[src/rtl/store_buffer_pkg.sv]
// Shared types for the store buffer: store widths, drain states and the
// layout of one buffered store entry.

package storewidth;

  // Store width selector, encoded exactly as the RV32I store funct3 field.
  typedef enum logic [2:0] {
    sb = 3'b000,
    sh = 3'b001,
    sw = 3'b010
  } storewidth_sel_t;

  // Byte-enable patterns before they are shifted into their lane.
  localparam logic [3:0] MBE_BYTE = 4'b0001;
  localparam logic [3:0] MBE_HALF = 4'b0011;
  localparam logic [3:0] MBE_WORD = 4'b1111;

endpackage

package sbstate;

  // Drain FSM: IDLE while nothing is pending, WRITE while the head entry
  // is being offered to the data cache.
  typedef enum logic {
    IDLE  = 1'b0,
    WRITE = 1'b1
  } sb_state_t;

endpackage

package store_buffer_pkg;

  // One buffered store. Only the word address is kept, because every
  // cache write is word aligned and the lane is already encoded in mbe.
  typedef struct packed {
    logic [29:0] word_addr;
    logic [31:0] wdata;
    logic [3:0]  mbe;
  } sb_entry_t;

  // Width of a pointer into a buffer of the given depth.
  function automatic int ptr_width(input int depth);
    return (depth > 1) ? $clog2(depth) : 1;
  endfunction

endpackage

[src/rtl/store_buffer_align.sv]
// Store alignment: moves the raw rs2 value into its byte lane, builds the
// byte mask and detects stores that cannot be issued as a single write.

module store_align
  import storewidth::*;
(
  input  logic [2:0]  funct3,
  input  logic [1:0]  offset,
  input  logic [31:0] data,
  output logic [31:0] wdata,
  output logic [3:0]  mbe,
  output logic        misaligned
);

  // The data shift is the same for every width; the upper bytes that fall
  // outside the mask are simply not written by the cache.
  always_comb begin
    wdata = data << {offset, 3'b000};
  end

  // Mask and misalignment depend on the width; unknown funct3 values are
  // treated as misaligned so they are never enqueued.
  always_comb begin
    mbe        = 4'b0000;
    misaligned = 1'b1;
    case (funct3)
      sb: begin
        mbe        = MBE_BYTE << offset;
        misaligned = 1'b0;
      end
      sh: begin
        mbe        = MBE_HALF << offset;
        misaligned = offset[0];
      end
      sw: begin
        mbe        = MBE_WORD;
        misaligned = (offset != 2'b00);
      end
      default: begin
        mbe        = 4'b0000;
        misaligned = 1'b1;
      end
    endcase
  end

endmodule

[src/rtl/store_buffer.sv]
// Store buffer: aligns MEM-stage stores, queues them in a small FIFO and
// drains them to the data cache one write at a time. Also flags loads that
// hit the word of any store still waiting in the buffer.

module store_buffer
  import storewidth::*;
  import sbstate::*;
  import store_buffer_pkg::*;
#(
  parameter int DEPTH = 4
) (
  input  logic        clk,
  input  logic        rst,
  input  logic        st_valid,
  input  logic [2:0]  st_funct3,
  input  logic [31:0] st_addr,
  input  logic [31:0] st_data,
  output logic        st_ready,
  output logic        st_misaligned,
  input  logic [31:0] ld_addr,
  output logic        ld_conflict,
  output logic        dcache_write,
  output logic [31:0] dcache_address,
  output logic [31:0] dcache_wdata,
  output logic [3:0]  dcache_mbe,
  input  logic        dcache_resp,
  output logic        empty
);

  localparam int PTR_W = ptr_width(DEPTH);
  localparam int CNT_W = PTR_W + 1;

  // FIFO storage and bookkeeping
  sb_entry_t        entry_q [DEPTH];
  sb_entry_t        entry_d [DEPTH];
  logic [DEPTH-1:0] valid_q, valid_d;
  logic [PTR_W-1:0] head_q, head_d;
  logic [PTR_W-1:0] tail_q, tail_d;
  logic [CNT_W-1:0] count_q, count_d;
  sb_state_t        state_q, state_d;

  // Aligned view of the presented store
  logic [31:0] align_wdata;
  logic [3:0]  align_mbe;
  logic        align_misaligned;

  logic full;
  logic push;
  logic pop;

  // The load's byte offset does not matter for a word-granular match.
  logic unused_ld_offset;
  assign unused_ld_offset = ^ld_addr[1:0];

  store_align u_align (
    .funct3     (st_funct3),
    .offset     (st_addr[1:0]),
    .data       (st_data),
    .wdata      (align_wdata),
    .mbe        (align_mbe),
    .misaligned (align_misaligned)
  );

  // Handshake decode: ready comes only from registered occupancy, and a
  // misaligned store is dropped even when the buffer has room.
  always_comb begin
    full          = (count_q == CNT_W'(DEPTH));
    st_ready      = ~full;
    st_misaligned = st_valid & align_misaligned;
    push          = st_valid & st_ready & ~align_misaligned;
    pop           = (state_q == WRITE) & dcache_resp;
    empty         = (count_q == '0);
  end

  // FIFO next state: write at the tail on push, retire the head on pop.
  // Push and pop never target the same slot, because a pop needs a
  // non-empty buffer and a push needs a non-full one.
  always_comb begin
    entry_d = entry_q;
    valid_d = valid_q;
    head_d  = head_q;
    tail_d  = tail_q;
    if (push) begin
      entry_d[tail_q].word_addr = st_addr[31:2];
      entry_d[tail_q].wdata     = align_wdata;
      entry_d[tail_q].mbe       = align_mbe;
      valid_d[tail_q]           = 1'b1;
      tail_d                    = tail_q + PTR_W'(1);
    end
    if (pop) begin
      valid_d[head_q] = 1'b0;
      head_d          = head_q + PTR_W'(1);
    end
    count_d = count_q + CNT_W'(push) - CNT_W'(pop);
  end

  // Drain FSM next state: leave IDLE once something has been accepted,
  // return to it when the last pending store is retired.
  always_comb begin
    state_d = state_q;
    case (state_q)
      IDLE: begin
        if (push) begin
          state_d = WRITE;
        end
      end
      WRITE: begin
        if (pop && (count_d == '0)) begin
          state_d = IDLE;
        end
      end
      default: state_d = IDLE;
    endcase
  end

  // Cache request: the head entry is presented for as long as WRITE lasts,
  // and the bus is held at zero while idle.
  always_comb begin
    dcache_write   = 1'b0;
    dcache_address = 32'h0;
    dcache_wdata   = 32'h0;
    dcache_mbe     = 4'h0;
    if (state_q == WRITE) begin
      dcache_write   = 1'b1;
      dcache_address = {entry_q[head_q].word_addr, 2'b00};
      dcache_wdata   = entry_q[head_q].wdata;
      dcache_mbe     = entry_q[head_q].mbe;
    end
  end

  // Load hazard: any valid entry, or the store entering this cycle, whose
  // word matches the load word. The mask is ignored on purpose.
  always_comb begin
    ld_conflict = push && (st_addr[31:2] == ld_addr[31:2]);
    for (int i = 0; i < DEPTH; i++) begin
      if (valid_q[i] && (entry_q[i].word_addr == ld_addr[31:2])) begin
        ld_conflict = 1'b1;
      end
    end
  end

  // State registers; reset discards every pending store immediately.
  always_ff @(posedge clk) begin
    if (rst) begin
      for (int i = 0; i < DEPTH; i++) begin
        entry_q[i] <= '0;
      end
      valid_q <= '0;
      head_q  <= '0;
      tail_q  <= '0;
      count_q <= '0;
      state_q <= IDLE;
    end else begin
      entry_q <= entry_d;
      valid_q <= valid_d;
      head_q  <= head_d;
      tail_q  <= tail_d;
      count_q <= count_d;
      state_q <= state_d;
    end
  end

endmodule
[config.mk]
export PLATFORM = sky130hd
export DESIGN_NAME = store_buffer
export DESIGN_NICKNAME = d
export VERILOG_FILES = /design/src/rtl/store_buffer_pkg.sv /design/src/rtl/store_buffer_align.sv /design/src/rtl/store_buffer.sv
export SDC_FILE = /design/constraint.sdc
export NUM_CORES = 1
export LEC_CHECK = 0
export ABC_AREA = 1
export BUFFER_PORTS_ARGS = -buffer_cell sky130_fd_sc_hd__buf_2
export CAP_MARGIN = 20
export CORE_UTILIZATION = 53
export DETAILED_ROUTE_END_ITERATION = 8
export PLACE_DENSITY_LB_ADDON = 0.3
export SLEW_MARGIN = 10
export SYNTH_ARGS = -nofsm -noshare
export SYNTH_HDL_FRONTEND = slang
export SYNTH_HIERARCHICAL = 1
export SYNTH_SLANG_ARGS = --single-unit
[constraint.sdc]
create_clock -name clk -period 2.25 [get_ports clk]
set_input_delay 0 -clock clk [delete_from_list [all_inputs] [get_ports clk]]
set_output_delay 0 -clock clk [all_outputs]
set_load 0.1 [all_outputs]
==> summary.txt, run 1 <==
Floorplanning
  – Die H: 169 microns
  – Initial Util: 54.3%
  – I/O pin cnt: 176
  – Core Area: 27200 sq um
  – Die Wd: 169 microns
  – Total Die Area: 28500 sq um
  – Num rows: 60

Worst setup path
  – Crit path buffers/inverters: 2
  – Crit path required time: 2.25 ns
  – Startpoint types: flop
  – Worst Path Max Fanout: 3
  – WS Path Type: flop to output port
  – R2r setup slk: 0.12 ns
  – Delay-heaviest family, CP: simple AND/OR/NAND/NOR gates
  – Critical-path top delay cell: dfxtp_1
  – Critical path, cell by cell: inv_1 -> nand2_1 -> nand4_1 -> nor2_2 -> nand3_1 -> nor2_1 -> nand2_1 -> nand3_2 -> buf_12
  – Arr. time, crit path: 2.22 ns
  – CP peak stage delay: 0.35 ns
  – CP Capture Type: output port
  – Most frequent CP cell: nand2_1

Finish
  – Final #Nets: 2550
  – Fin util: 69.9%
  – FILL cells: 2301
  – Layout cells sized above 1: 15.6%
  – Area added between synthesis and finish: 28.6%
  – Finished Cell Area: 19000 sq um

Outcome
  – Run status: finished clean

Global route
  – First-pass GRT wire length: 82600 microns
  – Gr ovfl total: 0
  – Total GRT Usage: 36.7%
  – Pin count of the biggest net entering global routing: 135
  – Number of global-route vias before repair: 15200
  – Antenna violations before repair: 1

Yosys
  – Yosys warns: 6
  – Seq/Total Area, Yosys: 37.4%
  – Most common cell in the netlist: a21oi_1
  – Post-synth EDFFs: 0
  – Synth top cells by count: 471 x a21oi_1, 456 x nand2_1, 365 x o21ai_0
  – Synthesized area per cell: 6.42 sq um
  – Synth top area cells: dfxtp_1 37%, a21oi_1 16%, o21ai_0 12%
  – Register bit count reported by yosys: 276
  – Synth Cell Area: 14800 sq um
  – Yosys top cell area share: 37.4%
  – Main synth FF type: dfxtp_1
  – Synth area leader: dfxtp_1
  – Distinct cell type count after synthesis: 35
  – Ys async rst share: 0%
  – Mapped Cells: 2298

Power and ir drop
  – Max rail drop VDD: 708 uV
  – Lkg Pwr: 7.19 nW
  – Power Density: 672 nW/um^2
  – Overall power: 12.8 mW

Clock network
  – Bufs on Longest Clock Path: 3
  – TritonCTS Buffers: 29
  – Clk_lat worst skew: 0.58 ns
  – Clock tree root buffer cell: clkbuf_16
  – Htree depth: 1
  – Clk sinks: 276
  – Clock tree from TritonCTS: done
  – Worst-path clk slew: 0.07 ns

STA
  – Clock skew: 0.0169 ns
  – Final hold slack: 0.0276 ns
  – Slew HR: 55.4%
  – Hold Violations, Final: 0
  – Min Tclk post-route: 2.22 ns
  – Slew Limit Fails: 0
  – Slew @ Worst Pin: 0.662 ns
  – Period utilization: 98.6%
  – Endpoints failing setup: 0
  – Fmax: 451 MHz

Place
  – Port Buf Inserts: 171
  – Placer Congestion: 1.00
  – HPWL Detailed: 34600 microns
  – Placed Instance Area: 17300 sq um

Flow run
  – Max-cap violations: 0

Routing
  – DRT iter0 DRCs: 2200
  – Detail Route Antenna Nets: 0
  – Via Count: 16500
  – Drt wl/cell: 19.3 microns
  – Number of detailed-route iterations in the first pass: 6
  – WL final: 54600 microns
  – Post-DR vias/cell: 5.83
  – DRC violations left: 0

Min path
  – Min-delay worst type: primary input to flop
cells in the final DEF, fill, tap and decap left out, drive strengths merged:
master and n:
diode 1, dlygate4sd3 43, a211oi 2, buf 225, clkinvlp 2, dfxtp 276
a41oi 1, clkbuf 42, nand3 97, a21oi 472, clkinv 9, nor2 102
nor3 5, xnor2 10, nand2 457, o211ai 17, fa 1, o22ai 5
conb 2, bufinv 3, a221oi 2, bufbuf 1, xor2 9, ha 10
o21ai 372, nand4 9, inv 269, and2 8, or2 8
power by group:
group          switching, mW  internal, mW
combinational           1.73         0.777
clock                   2.12          3.01
sequential            0.0954          5.03
final timing paths:
check,from,endpoint,depth (start not counted)
setup / recovery,entry_q[43],ld_conflict,9
hold / removal,st_addr[1],entry_q[8],7
setup reg to reg,count_q[0],entry_q[253],9
hold reg to reg,entry_q[164],entry_q[164],2
timing repair:
| action | in CTS | in global routing |
|---|---|---|
| setup endpoints to repair | 1 | 13 |
| resized for setup | 7 | 18 |
| endpoints found under the hold margin | 171 | 0 |
| hold buffers | 43 | 0 |
| pin swaps | 1 | 9 |
| cloned | 1 | 2 |
| setup buffers | 0 | 9 |
per-layer routing:
| layer | vias up | track usage [%] | share of wire [%] |
|---|---|---|---|
| met5 | - | 0 | 0 |
| met4 | 0 | 20.4 | 5.8 |
| met3 | 177 | 4.56 | 9.6 |
| met2 | 1019 | 62.0 | 46 |
| met1 | 7497 | 45.3 | 38 |
| li1 | 7830 | - | - |
metrics by stage:
stage / setup WS, ns / TNS (ns) / std cells
floorplan: -0.294 / -1.18 / 2299
global placement: 0.0155 / 0 / 2722
detailed placement: -0.0927 / -0.101 / 2722
CTS: 0.00815 / 0 / 2820
global route: -0.0437 / -0.0437 / 2832
finish: 0.0318 / 0 / 2832
sequential cells by signal, indices dropped and copies added (netlist names):
signal	cells
tail_q	2
entry_q	264
state_q	1
head_q	2
count_q	3
valid_q	4
logic make-up after synthesis:
kind of cell             after synthesis  synth area share (%)
AND/OR/NAND/NOR                      686                  18.8
other                                  1                0.0254
buffers and inverters                434                  11.6
AO/OA/AOI/OAI                        871                  30.1
adder cells (fa/ha/maj)               11                 0.983
flip-flops                           276                  37.4
XOR/XNOR                              19                  1.13
worst register-to-register path, stage by stage (launching register included):
cell and delay (ns):
dfxtp_4 0.36, nor2_4 0.14, a21oi_4 0.08, buf_4 0.14, buf_12 0.13, nand2_2 0.19, buf_12 0.23, nand2_1 0.11
a21oi_1 0.13, dlygate4sd3_1 0.56
area by class of cell:
cell class / instances / area [sq um] / area share, %
antenna: 1 / 2.50 / 0.0132
timing repair buffer: 271 / 3050 / 16.1
tap: 372 / 465 / 2.45
multi-input combinational: 1589 / 7890 / 41.5
sequential: 276 / 5540 / 29.2
clock inverter: 14 / 165 / 0.870
inverter: 269 / 1020 / 5.35
clock buffer: 40 / 857 / 4.51
Note: power is estimated with default switching activity, not from simulation.
==> inputs of run 2 (changes only) <==
- CORE_ASPECT_RATIO: unset -> 1.75
==> summary.txt, run 2 (synthesized netlist as in run 1, its figures left out) <==
Place
  – DP Cell Count: 2732 (+0.37%)
  – Placer Congestion: 1.03 (+2.7%)
  – Placed Instance Area: 17300 sq um (+0.12%)
  – Port Buf Inserts: 171 (unchanged)
  – HPWL Detailed: 38700 microns (+12%)

Routing
  – Via Count: 16500 (-0.31%)
  – Post-DR vias/cell: 5.83 (-0.13%)
  – Met3 wire len: 3900 microns (-26%)
  – Max layer used: met5
  – WL met1: 19300 microns (-7.3%)
  – Detail Route Antenna Nets: 0 (unchanged)
  – DRC violations left: 0 (unchanged)
  – Number of detailed-route iterations in the first pass: 6 (unchanged)
  – Drt wl/cell: 20.0 microns (+3.8%)
  – DRT iter0 DRCs: 1389 (-37%)
  – WL final: 56600 microns (+3.6%)
  – WL met2: 27700 microns (+9.1%)

Finish
  – Largest regs: entry_q x264, valid_q x4, count_q x3
  – Commonest non-fill, non-tap cell in the layout: nand2_1
  – FILL cells: 2361 (+2.6%)
  – Area added between synthesis and finish: 27.2%
  – Multi-input combinational cell area: 7900 sq um (+0.13%)
  – Commonest non-fill, non-tap cells in the layout: 447 x nand2_1, 408 x a21oi_1, 362 x o21ai_0
  – Reg with most FFs: entry_q
  – Final #Nets: 2551 (+0.039%)
  – Final Non-Filler Cells: 2827 (-0.18%)
  – Layout cells sized above 1: 15.2% (-0.35 points)
  – Number of flip-flops in the largest register: 264 (unchanged)
  – Finished Cell Area: 18800 sq um (-1.1%)
  – Storage cell area: 5540 sq um (-0.11%)

Clock network
  – Htree depth: 1 (unchanged)
  – Bufs on Longest Clock Path: 3 (unchanged)
  – Worst-path clk slew: 0.07 ns (about the same)
  – TritonCTS Buffers: 27 (-6.9%)
  – Clk_lat worst skew: 0.55 ns (-0.03 ns)
  – Clock tree from TritonCTS: done
  – Clock tree root buffer cell: clkbuf_16
  – Clk sinks: 276 (unchanged)

Power and ir drop
  – Power Density: 657 nW/um^2 (-2.4%)
  – Switching Fraction: 31.1% (+0.16 points)
  – Sequential share of power: 41.5% (+1.3 points)
  – Internal power: 8.49 mW (-3.7%)
  – Lkg Pwr: 7.10 nW (-1.3%)
  – Max rail drop VDD: 687 uV (-3.0%)
  – Clock power share: 38.2% (-2.0 points)
  – Psw: 3.83 mW (-3.0%)
  – Gate power share: 20.3% (+0.7 points)

Worst setup path
  – Worst R2R Start: count_q[0]
  – Critical path, cell by cell: xnor2_2 -> nand3_1 -> nor2_1 -> nand2_1 -> nor2_1 -> nand2_1 -> nand3_2 -> buf_12
  – Worst Setup SP: entry_q[44]
  – Crit path buffers/inverters: 1 (-1)
  – Worst Path Max Fanout: 3 (unchanged)
  – Startpoint types: flop
  – Crit path required time: 2.25 ns (about the same)
  – Arr. time, crit path: 2.23 ns (about the same)
  – CP peak stage delay: 0.35 ns (about the same)
  – WS Path Type: flop to output port
  – Critical-path top delay cell: dfxtp_1
  – Delay-heaviest family, CP: simple AND/OR/NAND/NOR gates
  – CP Capture Type: output port

STA
  – Endpoints failing setup: 0 (unchanged)
  – Hold Violations, Final: 0 (unchanged)
  – Slew Limit Fails: 0 (unchanged)
  – Setup TNS: 0 ns (unchanged)
  – Clock skew: 0.0132 ns (-0.00373 ns)
  – Slew HR: 48.6% (-6.8 points)
  – Slew @ Worst Pin: 0.763 ns (+0.101 ns)
  – Min Tclk post-route: 2.23 ns (+0.0145 ns)
  – Fmax: 448 MHz (-0.65%)
  – Period utilization: 99.2% (+0.64 points)

Global route
  – First-pass GRT wire length: 86400 microns (+4.7%)
  – Pin count of the biggest net entering global routing: 70 (-48%)
  – Total GRT Usage: 39.5% (+2.8 points)
  – Number of global-route vias before repair: 15600 (+3.1%)
  – Antenna violations before repair: 2 (+1)
  – Gr ovfl total: 0 (unchanged)

Floorplanning
  – Num rows: 80 (+33%)
  – Die Wd: 128 microns (-24%)
  – Initial Util: 54.0% (-0.30 points)
  – Die H: 223 microns (+32%)
  – Core Area: 27300 sq um (+0.55%)
  – I/O pin cnt: 176 (unchanged)
  – Total Die Area: 28600 sq um (about the same)

Outcome
  – Run status: finished clean

Min path
  – Hold wc startpoint: st_data[23]
  – Min-delay worst type: primary input to flop

Flow run
  – Max-cap violations: 0 (unchanged)
==> run 2: cell count changes in the layout (fill, tap and decap cells not counted), sizes merged <==
| cell | previous run | this run |
|---|---|---|
| dlygate4sd3 | 43 | 44 |
| bufbuf | 1 | 0 |
| clkbuf | 42 | 38 |
| clkinv | 9 | 6 |
| buf | 225 | 230 |
| clkinvlp | 2 | 1 |
| inv | 269 | 270 |
==> run 2: routing by layer <==
metal | track usage (%) | up-vias
li1 | - | 7828
met1 | 41.5 | 7568
met2 | 67.1 | 825
met3 | 6.43 | 249
met4 | 35.4 | 2
met5 | 0 | -
==> run 2: cell type report <==
type,instances,share of cell area [%]
inverters,269,5.43
clock buffers,38,4.09
clock inverters,11,0.740
multi-input cells,1589,42.1
diodes,1,0.0133
well taps,369,2.46
repair buffers,274,15.7
flip-flops and latches,276,29.5
==> run 2: metrics by stage <==
stage / power, mW / setup slack, ns / utilization [%] / hold WS, ns
detailed placement: 7.57 / -0.176 / 63.4 / 0.334
global route: 12.7 / -0.00418 / 68.7 / 0.0358
global placement: 7.52 / -0.0353 / 63.4 / 0.322
CTS: 12.3 / 0.00630 / 68.4 / 0.0127
floorplan: 6.69 / -0.294 / - / 0.165
finish: 12.3 / 0.0173 / 68.7 / 0.0411
==> run 2: power groups by stage <==
stage	logic (mW)	clock network (mW)	registers [mW]
2_1_floorplan	1.48	0	5.22
3_3_place_gp	2.30	0	5.22
3_5_place_dp	2.34	0	5.22
4_1_cts	2.42	4.72	5.11
5_1_grt	2.66	4.92	5.13
6_report	2.50	4.71	5.12
==> run 2: repair_timing <==
item                                    4_1_cts  5_1_grt
pin swaps                                     1        5
hold buffers                                 44        0
hold endpoints to repair                    169        0
resized for setup                             7       20
setup buffers                                 0        1
endpoints found under the setup margin        2        7
==> run 2: path summary, 6_finish.rpt <==
kind,to,slack (ns),cells after the start
min,entry_q[101],0.04,5
max reg2reg,entry_q[253],0.09,8
max,ld_conflict,0.02,8
min reg2reg,entry_q[73],0.45,2
==> run 2: worst reg2reg max path, stage by stage, from the launching register on <==
cell and delay (ns):
dfxtp_2 0.32, nor2_2 0.19, a21oi_4 0.10, buf_12 0.19, nand2_2 0.14, buf_6 0.29, nand2_1 0.09, a21oi_1 0.18
dlygate4sd3_1 0.59
